==> src/rtl/display_pkg.sv <==
// Shared definitions for the MAX7219 display sequencer.
// Holds the register map, the init list constants, list lengths, the word
// payload layout and the sequencer state encoding.
package display_pkg;

    localparam int unsigned WORD_W    = 16;
    localparam int unsigned IDX_W     = 4;
    localparam int unsigned DIGITS    = 8;
    localparam int unsigned INIT_LEN  = 5;
    localparam int unsigned FRAME_LEN = 9;

    // MAX7219 register addresses
    localparam logic [3:0] REG_DIGIT0    = 4'h1;
    localparam logic [3:0] REG_DIGIT1    = 4'h2;
    localparam logic [3:0] REG_DIGIT2    = 4'h3;
    localparam logic [3:0] REG_DIGIT3    = 4'h4;
    localparam logic [3:0] REG_DIGIT4    = 4'h5;
    localparam logic [3:0] REG_DIGIT5    = 4'h6;
    localparam logic [3:0] REG_DIGIT6    = 4'h7;
    localparam logic [3:0] REG_DIGIT7    = 4'h8;
    localparam logic [3:0] REG_DECODE    = 4'h9;
    localparam logic [3:0] REG_INTENSITY = 4'hA;
    localparam logic [3:0] REG_SCANLIM   = 4'hB;
    localparam logic [3:0] REG_SHUTDOWN  = 4'hC;
    localparam logic [3:0] REG_TEST      = 4'hF;

    // One 16-bit word as shifted out to the MAX7219
    typedef struct packed {
        logic [3:0] rsvd;
        logic [3:0] addr;
        logic [7:0] data;
    } max_word_t;

    function automatic logic [WORD_W-1:0] mk_word(input logic [3:0] addr, input logic [7:0] data);
        max_word_t w;
        w.rsvd = 4'h0;
        w.addr = addr;
        w.data = data;
        return w;
    endfunction

    // Fixed init words; the scan-limit word depends on a parameter and is built in the mux
    localparam logic [WORD_W-1:0] INIT_SHUTDOWN   = 16'h0C00;
    localparam logic [WORD_W-1:0] INIT_TEST_OFF   = 16'h0F00;
    localparam logic [WORD_W-1:0] INIT_DECODE_ALL = 16'h09FF;
    localparam logic [WORD_W-1:0] INIT_RUN        = 16'h0C01;

    typedef enum logic [2:0] {
        ST_WAIT_RDY,
        ST_SEND,
        ST_GAP,
        ST_NEXT,
        ST_IDLE,
        ST_FRAME
    } state_e;

endpackage

==> src/rtl/display_seq_ctrl_if.sv <==
// Word handshake between the display sequencer and the 16-bit SPI master.
//   spi_cs    sequencer -> master, low = send spi_word
//   spi_word  sequencer -> master, word to shift out
//   spi_send  master -> sequencer, word has been shifted out
//   spi_ready master -> sequencer, master idle and has seen CS high
interface display_seq_ctrl_if;
    logic        spi_cs;
    logic [15:0] spi_word;
    logic        spi_send;
    logic        spi_ready;

    modport master (output spi_cs, output spi_word, input spi_send, input spi_ready);
    modport slave  (input spi_cs, input spi_word, output spi_send, output spi_ready);
endinterface

==> src/rtl/display_word_mux.sv <==
// Combinational word selector: maps (list, index) to the 16-bit word to send.
// Build option BLANK_LEADING_EN: when defined, leading zero digits 7..1 are
// sent as code-B blank (4'hF); digit 0 is never blanked, dp is untouched.
//   in_init    1 = init list, 0 = display frame
//   idx        word index within the list
//   digits     snapshot BCD digits, digit i at [4i+3:4i]
//   dp         snapshot decimal points
//   intensity  snapshot brightness
//   word_c     selected word
module display_word_mux
    import display_pkg::*;
#(
    parameter int unsigned SCAN_LIMIT = 7
) (
    input  logic                 in_init,
    input  logic [IDX_W-1:0]     idx,
    input  logic [4*DIGITS-1:0]  digits,
    input  logic [DIGITS-1:0]    dp,
    input  logic [3:0]           intensity,
    output logic [WORD_W-1:0]    word_c
);

    logic [DIGITS-1:0] blank_c;

`ifdef BLANK_LEADING_EN
    // Blank from the top digit down until the first nonzero digit
    always_comb begin
        logic run;
        run     = 1'b1;
        blank_c = '0;
        for (int i = 7; i >= 1; i--) begin
            if (digits[4*i +: 4] != 4'h0) begin
                run = 1'b0;
            end
            blank_c[i] = run;
        end
    end
`else
    assign blank_c = '0;
`endif

    // Frame word k (1..8) carries digit k-1
    always_comb begin
        logic [2:0] sel;
        logic [3:0] bcd;
        sel    = 3'(idx - 4'd1);
        bcd    = blank_c[sel] ? 4'hF : digits[{sel, 2'b00} +: 4];
        word_c = '0;
        if (in_init) begin
            case (idx)
                4'd0:    word_c = INIT_SHUTDOWN;
                4'd1:    word_c = INIT_TEST_OFF;
                4'd2:    word_c = INIT_DECODE_ALL;
                4'd3:    word_c = mk_word(REG_SCANLIM, 8'(SCAN_LIMIT));
                4'd4:    word_c = INIT_RUN;
                default: word_c = '0;
            endcase
        end else if (idx == 4'd0) begin
            word_c = mk_word(REG_INTENSITY, {4'h0, intensity});
        end else if (idx <= 4'(DIGITS)) begin
            word_c = mk_word(idx, {dp[sel], 3'b000, bcd});
        end
    end

endmodule

==> src/rtl/display_seq_ctrl.sv <==
// Sequencer for the SPI master driving a MAX7219 8-digit display.
// Sends the init list after reset, then one frame (intensity + 8 digits)
// per update strobe; strobes arriving while busy coalesce into one frame.
// Build option BLANK_LEADING_EN selects leading-zero blanking (see display_word_mux).
//   clk, res    clock, synchronous active-high reset
//   update      1-cycle strobe requesting a frame
//   digits/dp/intensity  display content, snapshotted at frame start
//   spi         word handshake to the SPI master (master modport)
//   busy        init or frame in progress
//   init_done   init list completed, held until reset
module display_seq_ctrl
    import display_pkg::*;
#(
    parameter int unsigned CS_HIGH_CYCLES = 4,
    parameter int unsigned SCAN_LIMIT     = 7
) (
    input  logic                      clk,
    input  logic                      res,
    input  logic                      update,
    input  logic [4*DIGITS-1:0]       digits,
    input  logic [DIGITS-1:0]         dp,
    input  logic [3:0]                intensity,
    display_seq_ctrl_if.master        spi,
    output logic                      busy,
    output logic                      init_done
);

    localparam int unsigned      GAP_W      = $clog2(CS_HIGH_CYCLES + 1);
    localparam logic [IDX_W-1:0] INIT_LAST  = IDX_W'(INIT_LEN - 1);
    localparam logic [IDX_W-1:0] FRAME_LAST = IDX_W'(FRAME_LEN - 1);

    state_e              state_q, state_d;
    logic [IDX_W-1:0]    idx_q, idx_d;
    logic [GAP_W-1:0]    gap_q, gap_d;
    logic                in_init_q, in_init_d;
    logic                pending_q, pending_d;
    logic                spi_cs_q, spi_cs_d;
    logic [WORD_W-1:0]   spi_word_q, spi_word_d;
    logic                busy_q, busy_d;
    logic                init_done_q, init_done_d;
    logic [4*DIGITS-1:0] snap_digits_q, snap_digits_d;
    logic [DIGITS-1:0]   snap_dp_q, snap_dp_d;
    logic [3:0]          snap_int_q, snap_int_d;

    logic [WORD_W-1:0]   word_c;
    logic [IDX_W-1:0]    last_idx_c;
    logic                sent_c;

    assign last_idx_c = in_init_q ? INIT_LAST : FRAME_LAST;
    // spi_send only counts once CS is actually low for this word
    assign sent_c     = !spi_cs_q && spi.spi_send;

    display_word_mux #(
        .SCAN_LIMIT (SCAN_LIMIT)
    ) u_word_mux (
        .in_init   (in_init_q),
        .idx       (idx_q),
        .digits    (snap_digits_q),
        .dp        (snap_dp_q),
        .intensity (snap_int_q),
        .word_c    (word_c)
    );

    // State and datapath registers
    always_ff @(posedge clk) begin
        if (res) begin
            state_q       <= ST_WAIT_RDY;
            idx_q         <= '0;
            gap_q         <= '0;
            in_init_q     <= 1'b1;
            pending_q     <= 1'b0;
            spi_cs_q      <= 1'b1;
            spi_word_q    <= '0;
            busy_q        <= 1'b1;
            init_done_q   <= 1'b0;
            snap_digits_q <= '0;
            snap_dp_q     <= '0;
            snap_int_q    <= '0;
        end else begin
            state_q       <= state_d;
            idx_q         <= idx_d;
            gap_q         <= gap_d;
            in_init_q     <= in_init_d;
            pending_q     <= pending_d;
            spi_cs_q      <= spi_cs_d;
            spi_word_q    <= spi_word_d;
            busy_q        <= busy_d;
            init_done_q   <= init_done_d;
            snap_digits_q <= snap_digits_d;
            snap_dp_q     <= snap_dp_d;
            snap_int_q    <= snap_int_d;
        end
    end

    // Next-state logic
    always_comb begin
        state_d = state_q;
        case (state_q)
            ST_WAIT_RDY: if (spi.spi_ready && gap_q == '0) state_d = ST_SEND;
            ST_SEND:     if (sent_c) state_d = ST_GAP;
            ST_GAP:      if (gap_q == '0) state_d = ST_NEXT;
            ST_NEXT: begin
                if (idx_q != last_idx_c) begin
                    state_d = ST_WAIT_RDY;
                end else if (pending_q || update) begin
                    state_d = ST_FRAME;
                end else begin
                    state_d = ST_IDLE;
                end
            end
            ST_IDLE:     if (update || pending_q) state_d = ST_FRAME;
            ST_FRAME:    state_d = ST_WAIT_RDY;
            default:     state_d = ST_WAIT_RDY;
        endcase
    end

    // Registered outputs and datapath updates
    always_comb begin
        spi_cs_d      = spi_cs_q;
        spi_word_d    = spi_word_q;
        idx_d         = idx_q;
        gap_d         = gap_q;
        in_init_d     = in_init_q;
        init_done_d   = init_done_q;
        pending_d     = pending_q;
        snap_digits_d = snap_digits_q;
        snap_dp_d     = snap_dp_q;
        snap_int_d    = snap_int_q;
        busy_d        = (state_d != ST_IDLE);

        // IDLE serves a strobe directly, everywhere else it is queued
        if (update && state_q != ST_IDLE) begin
            pending_d = 1'b1;
        end

        case (state_q)
            ST_WAIT_RDY: begin
                spi_cs_d = 1'b1;
                // Word settles one cycle before CS is allowed to fall in SEND
                if (state_d == ST_SEND) begin
                    spi_word_d = word_c;
                end
            end
            ST_SEND: begin
                if (sent_c) begin
                    spi_cs_d = 1'b1;
                    gap_d    = GAP_W'(CS_HIGH_CYCLES);
                end else if (spi.spi_ready) begin
                    spi_cs_d = 1'b0;
                end
            end
            ST_GAP: begin
                spi_cs_d = 1'b1;
                if (gap_q != '0) begin
                    gap_d = gap_q - GAP_W'(1);
                end
            end
            ST_NEXT: begin
                if (idx_q == last_idx_c) begin
                    idx_d = '0;
                    if (in_init_q) begin
                        init_done_d = 1'b1;
                        in_init_d   = 1'b0;
                    end
                end else begin
                    idx_d = idx_q + IDX_W'(1);
                end
            end
            ST_IDLE: begin
                spi_cs_d = 1'b1;
            end
            ST_FRAME: begin
                snap_digits_d = digits;
                snap_dp_d     = dp;
                snap_int_d    = intensity;
                pending_d     = update;
                idx_d         = '0;
                in_init_d     = 1'b0;
            end
            default: begin
                spi_cs_d = 1'b1;
            end
        endcase
    end

    assign spi.spi_cs   = spi_cs_q;
    assign spi.spi_word = spi_word_q;
    assign busy         = busy_q;
    assign init_done    = init_done_q;

endmodule
==> src/flat_wrapper.sv <==
// flat-port wrapper written by rule: the top's interface ports become plain ports
module display_seq_ctrl_flat import display_pkg::*;
#(
    parameter int unsigned CS_HIGH_CYCLES = 4,
    parameter int unsigned SCAN_LIMIT     = 7
)
  (clk, res, update, digits, dp, intensity, busy, init_done, spi_spi_cs, spi_spi_word, spi_spi_send, spi_spi_ready);
  display_seq_ctrl_if spi_i ();
  input  logic clk;
  input  logic res;
  input  logic update;
  input  logic [4*DIGITS-1:0] digits;
  input  logic [DIGITS-1:0] dp;
  input  logic [3:0] intensity;
  output logic busy;
  output logic init_done;
  output wire logic [$bits(spi_i.spi_cs)-1:0] spi_spi_cs;
  output wire logic [$bits(spi_i.spi_word)-1:0] spi_spi_word;
  input wire logic [$bits(spi_i.spi_send)-1:0] spi_spi_send;
  input wire logic [$bits(spi_i.spi_ready)-1:0] spi_spi_ready;
  assign spi_spi_cs = spi_i.spi_cs;
  assign spi_spi_word = spi_i.spi_word;
  assign spi_i.spi_send = spi_spi_send;
  assign spi_i.spi_ready = spi_spi_ready;
  display_seq_ctrl #(.CS_HIGH_CYCLES(CS_HIGH_CYCLES), .SCAN_LIMIT(SCAN_LIMIT)) u_core (.clk(clk), .res(res), .update(update), .digits(digits), .dp(dp), .intensity(intensity), .spi(spi_i), .busy(busy), .init_done(init_done));
endmodule
==> config.mk <==
export PLATFORM = sky130hd
export DESIGN_NAME = display_seq_ctrl_flat
export DESIGN_NICKNAME = d
export VERILOG_FILES = /design/src/rtl/display_pkg.sv /design/src/rtl/display_seq_ctrl_if.sv /design/src/rtl/display_word_mux.sv /design/src/rtl/display_seq_ctrl.sv /design/src/flat_wrapper.sv
export SDC_FILE = /design/constraint.sdc
export NUM_CORES = 1
export LEC_CHECK = 0
export CAP_MARGIN = 40
export CORE_UTILIZATION = 40
export DETAILED_ROUTE_END_ITERATION = 10
export PLACE_DENSITY_LB_ADDON = 0.08
export SKIP_LAST_GASP = 1
export SYNTH_ARGS = -nofsm -noshare
export SYNTH_HDL_FRONTEND = slang
export SYNTH_HIERARCHICAL = 1
export SYNTH_SLANG_ARGS = --single-unit
==> constraint.sdc <==
create_clock -name clk -period 3.6 [get_ports clk]
set_input_delay 1.08 -clock clk [delete_from_list [all_inputs] [get_ports clk]]
set_output_delay 1.08 -clock clk [all_outputs]
set_load 0.01 [all_outputs]
==> run metrics <==
Final Setup Violations 0; Synth Area in Adders 0.0316; CP startpoint kind flip-flop; Core Rows 34; ys flop type dfxtp_1; Clock Sinks 75; multiplexer area fraction after synthesis 0.125; compound-gate portion of the synthesized area 0.136; TNS Setup 0 ns; busiest grt layer met2; top-count cell post-synth nand2_1; largest net degree at the start of global routing 47; core area 8680 µm²; fin crit share 0.735; post-synthesis register bit count 75; grt ovf 0; final setup skew 0.0119 ns; XOR/XNOR Fraction of Synth Area 0.00492; Final Worst Setup Slack 0.955 ns; post-synth cell types 50; RD Place Congestion 0.815; post-CTS setup buffers 0; vias in the first global route 2,587; CTS tree done; Pwr Total 1600 µW; number of I/O port buffers 67; Hold Path Cell Cnt 2; reg2reg path depth 7; cell leakage power 0.00163 µW; HP Start u_core/init_done; Syn Inst Count 410; worst endpoint required time 3.82 ns; CP max stage cell dfxtp_1; number of flops mapped to enable cells by yosys 0; sequential cell area 1500 µm²; first-pass GRT wire length 12.8 mm; max cap viols 0; io pins 68; critical path type reg -> reg; Hold WC Path Type reg -> reg; Initial Util 0.411; Slew Limit Fails 0; fmax 0.378 GHz; Async SR Flop Fraction 0; DR vias 2,870; Skew-Pair Late Insertion Delay 0.36 ns; clock-pin slew on the worst setup and hold paths 0.08 ns; grt met1 use 0.262; fin nets 520; Post-Route WL 8.04 mm; top cells by count, synth nand2_1, dfxtp_1, a21oi_1; DR vias/cell 4.99; Global Route met3 Usage 0.0446; Yosys warnings 6; setup slack at placement 0.933 ns; diodes inserted 0; TritonRoute pass-1 iters 4; crit path max fanout 16; status complete, no violations; Post-CTS Hold Buffers 0; DIE WIDTH 96.4 µm; relative slew slack 0.431; Buf/Inv on CP 1; Root Buffer clkbuf_8; RSZ-0062 raised after global routing false; Hold Crit Endpoint u_core/init_done; Longest Clk Path Bufs 2; Iteration-0 DRC Markers 118; TritonCTS Buffers 9; sequential-to-total area share from yosys stat 0.421; minimum clock period 2.64 ns; Yosys top cell area share 0.421; worst-path cell chain inv_1 > ha_1 > mux4_2 > a22oi_1 > a21oi_1 > mux2i_1 > nor2_1; fillers 875; die area 9290 µm²; crit-path max cell delay 0.85 ns; area grow syn2layout 23.3%; DP Wirelength 5.66 mm; Critical Path End Type flip-flop; share of cells above drive strength 1 0.0771; Hold Vio Cnt, Final 0; met2 Track Usage GR 0.272; total track usage 0.186; Clock H-tree levels 3; largest family of logic cells by synthesized area simple AND/OR/NAND/NOR gates; reg2reg setup slack 0.96 ns; synthesized cell area 3560 µm²; Detail Route Antenna Nets 0; Cell Pwr Density 364 nW/µm²; worst-margin pin slew 0.854 ns; Post-Synth Simple-Gate Area 0.216; chip height 96.4 µm; main area contributors after synthesis dfxtp_1, nand2_1, a21oi_1, mux2i_1, mux4_1; DRC 0; Critical Path Start u_core/idx_q[0]; RR Endpoint u_core/spi.spi_word[2]; initial antenna violation count 0; crit path DAT 2.86 ns; hold_ws 0.453 ns; area leader, netlist dfxtp_1; quantity of gates resized following cts 0; CP delay by family, top flip-flops; worst reg2reg startpoint u_core/idx_q[0]; area of the multi-input gates 1840 µm²; Routed WL per cell 14.0 µm; worst vdd ir 0.147 mV; Syn Area/Cell 8.69 µm²
cells by family after synthesis:
kind of cell | Yosys count
adders and majority gates | 9
AOI/OAI and AO/OA | 87
DFF | 75
buffers and inverters | 41
and+or+nand+nor | 165
other | 1
muxes | 30
xor gates and xnor gates | 2
registers in the layout, summed over array words and instances, names as in the netlist:
name and cells:
u_core/state_q 3, u_core/pending_q 1, u_core/spi.spi_cs 1, u_core/snap_dp_q 8, u_core/snap_digits_q 32, u_core/gap_q 3
u_core/snap_int_q 4, u_core/idx_q 4, u_core/spi.spi_word 16, u_core/init_done 1, u_core/in_init_q 1, u_core/busy 1
area by class of cell:
| class | instances | area share |
|---|---|---|
| Clock buffer | 9 | 0.0282 |
| Sequential cell | 75 | 0.342 |
| Timing Repair Buffer | 70 | 0.157 |
| Clock inverter | 7 | 0.0157 |
| Inverter | 9 | 0.00769 |
| Tap cell | 108 | 0.0307 |
| Multi-Input combinational cell | 297 | 0.420 |
tightest hold or removal path, stage by stage (launching register included):
cell and delay [ns]:
dfxtp_1 0.32, inv_1 0.05, a21oi_1 0.05
routing by layer:
layer	vias to the layer above	part of all wire
met5	-	0
met4	0	0.016
met3	10	0.041
met2	58	0.43
met1	1301	0.51
li1	1501	-
power breakdown:
group	total, µW	switching (µW)	leakage (µW)	internal (µW)
combinational	116	43.8	0.000933	72.2
sequential	843	6.14	0.000606	837
clock	640	322	0.0000950	317
total	1600	372	0.00163	1230
placed cells by master, fill, tap and decap left out, types with 5 or more instances in the layout:
master / instances
nand3b_1: 5
dfxtp_1: 75
nand2_1: 97
mux4_2: 5
nor2_1: 28
a21oi_1: 60
ha_1: 9
mux2i_1: 20
inv_1: 9
clkbuf_8: 9
nor2b_1: 6
mux4_1: 5
clkdlybuf4s50_1: 66
how the worst max path moves through the flow:
stage / endpoint / cells after the start
after CTS: u_core/spi.spi_word[3] / 7
after detailed placement: u_core/spi.spi_word[3] / 7
after global routing: u_core/spi.spi_word[3] / 7
after global placement: u_core/spi.spi_word[3] / 7
final: u_core/spi.spi_word[2] / 7
after floorplan: u_core/spi.spi_word[2] / 9
per-stage QoR:
stage | instance area, µm² | utilization | std cells
2_1_floorplan | 3570 | - | 413
3_3_place_gp | 4200 | 0.484 | 559
3_5_place_dp | 4200 | 0.484 | 559
4_1_cts | 4400 | 0.506 | 575
5_1_grt | 4400 | 0.506 | 575
6_report | 4400 | 0.506 | 575
Note: power is estimated with default switching activity, not from simulation.
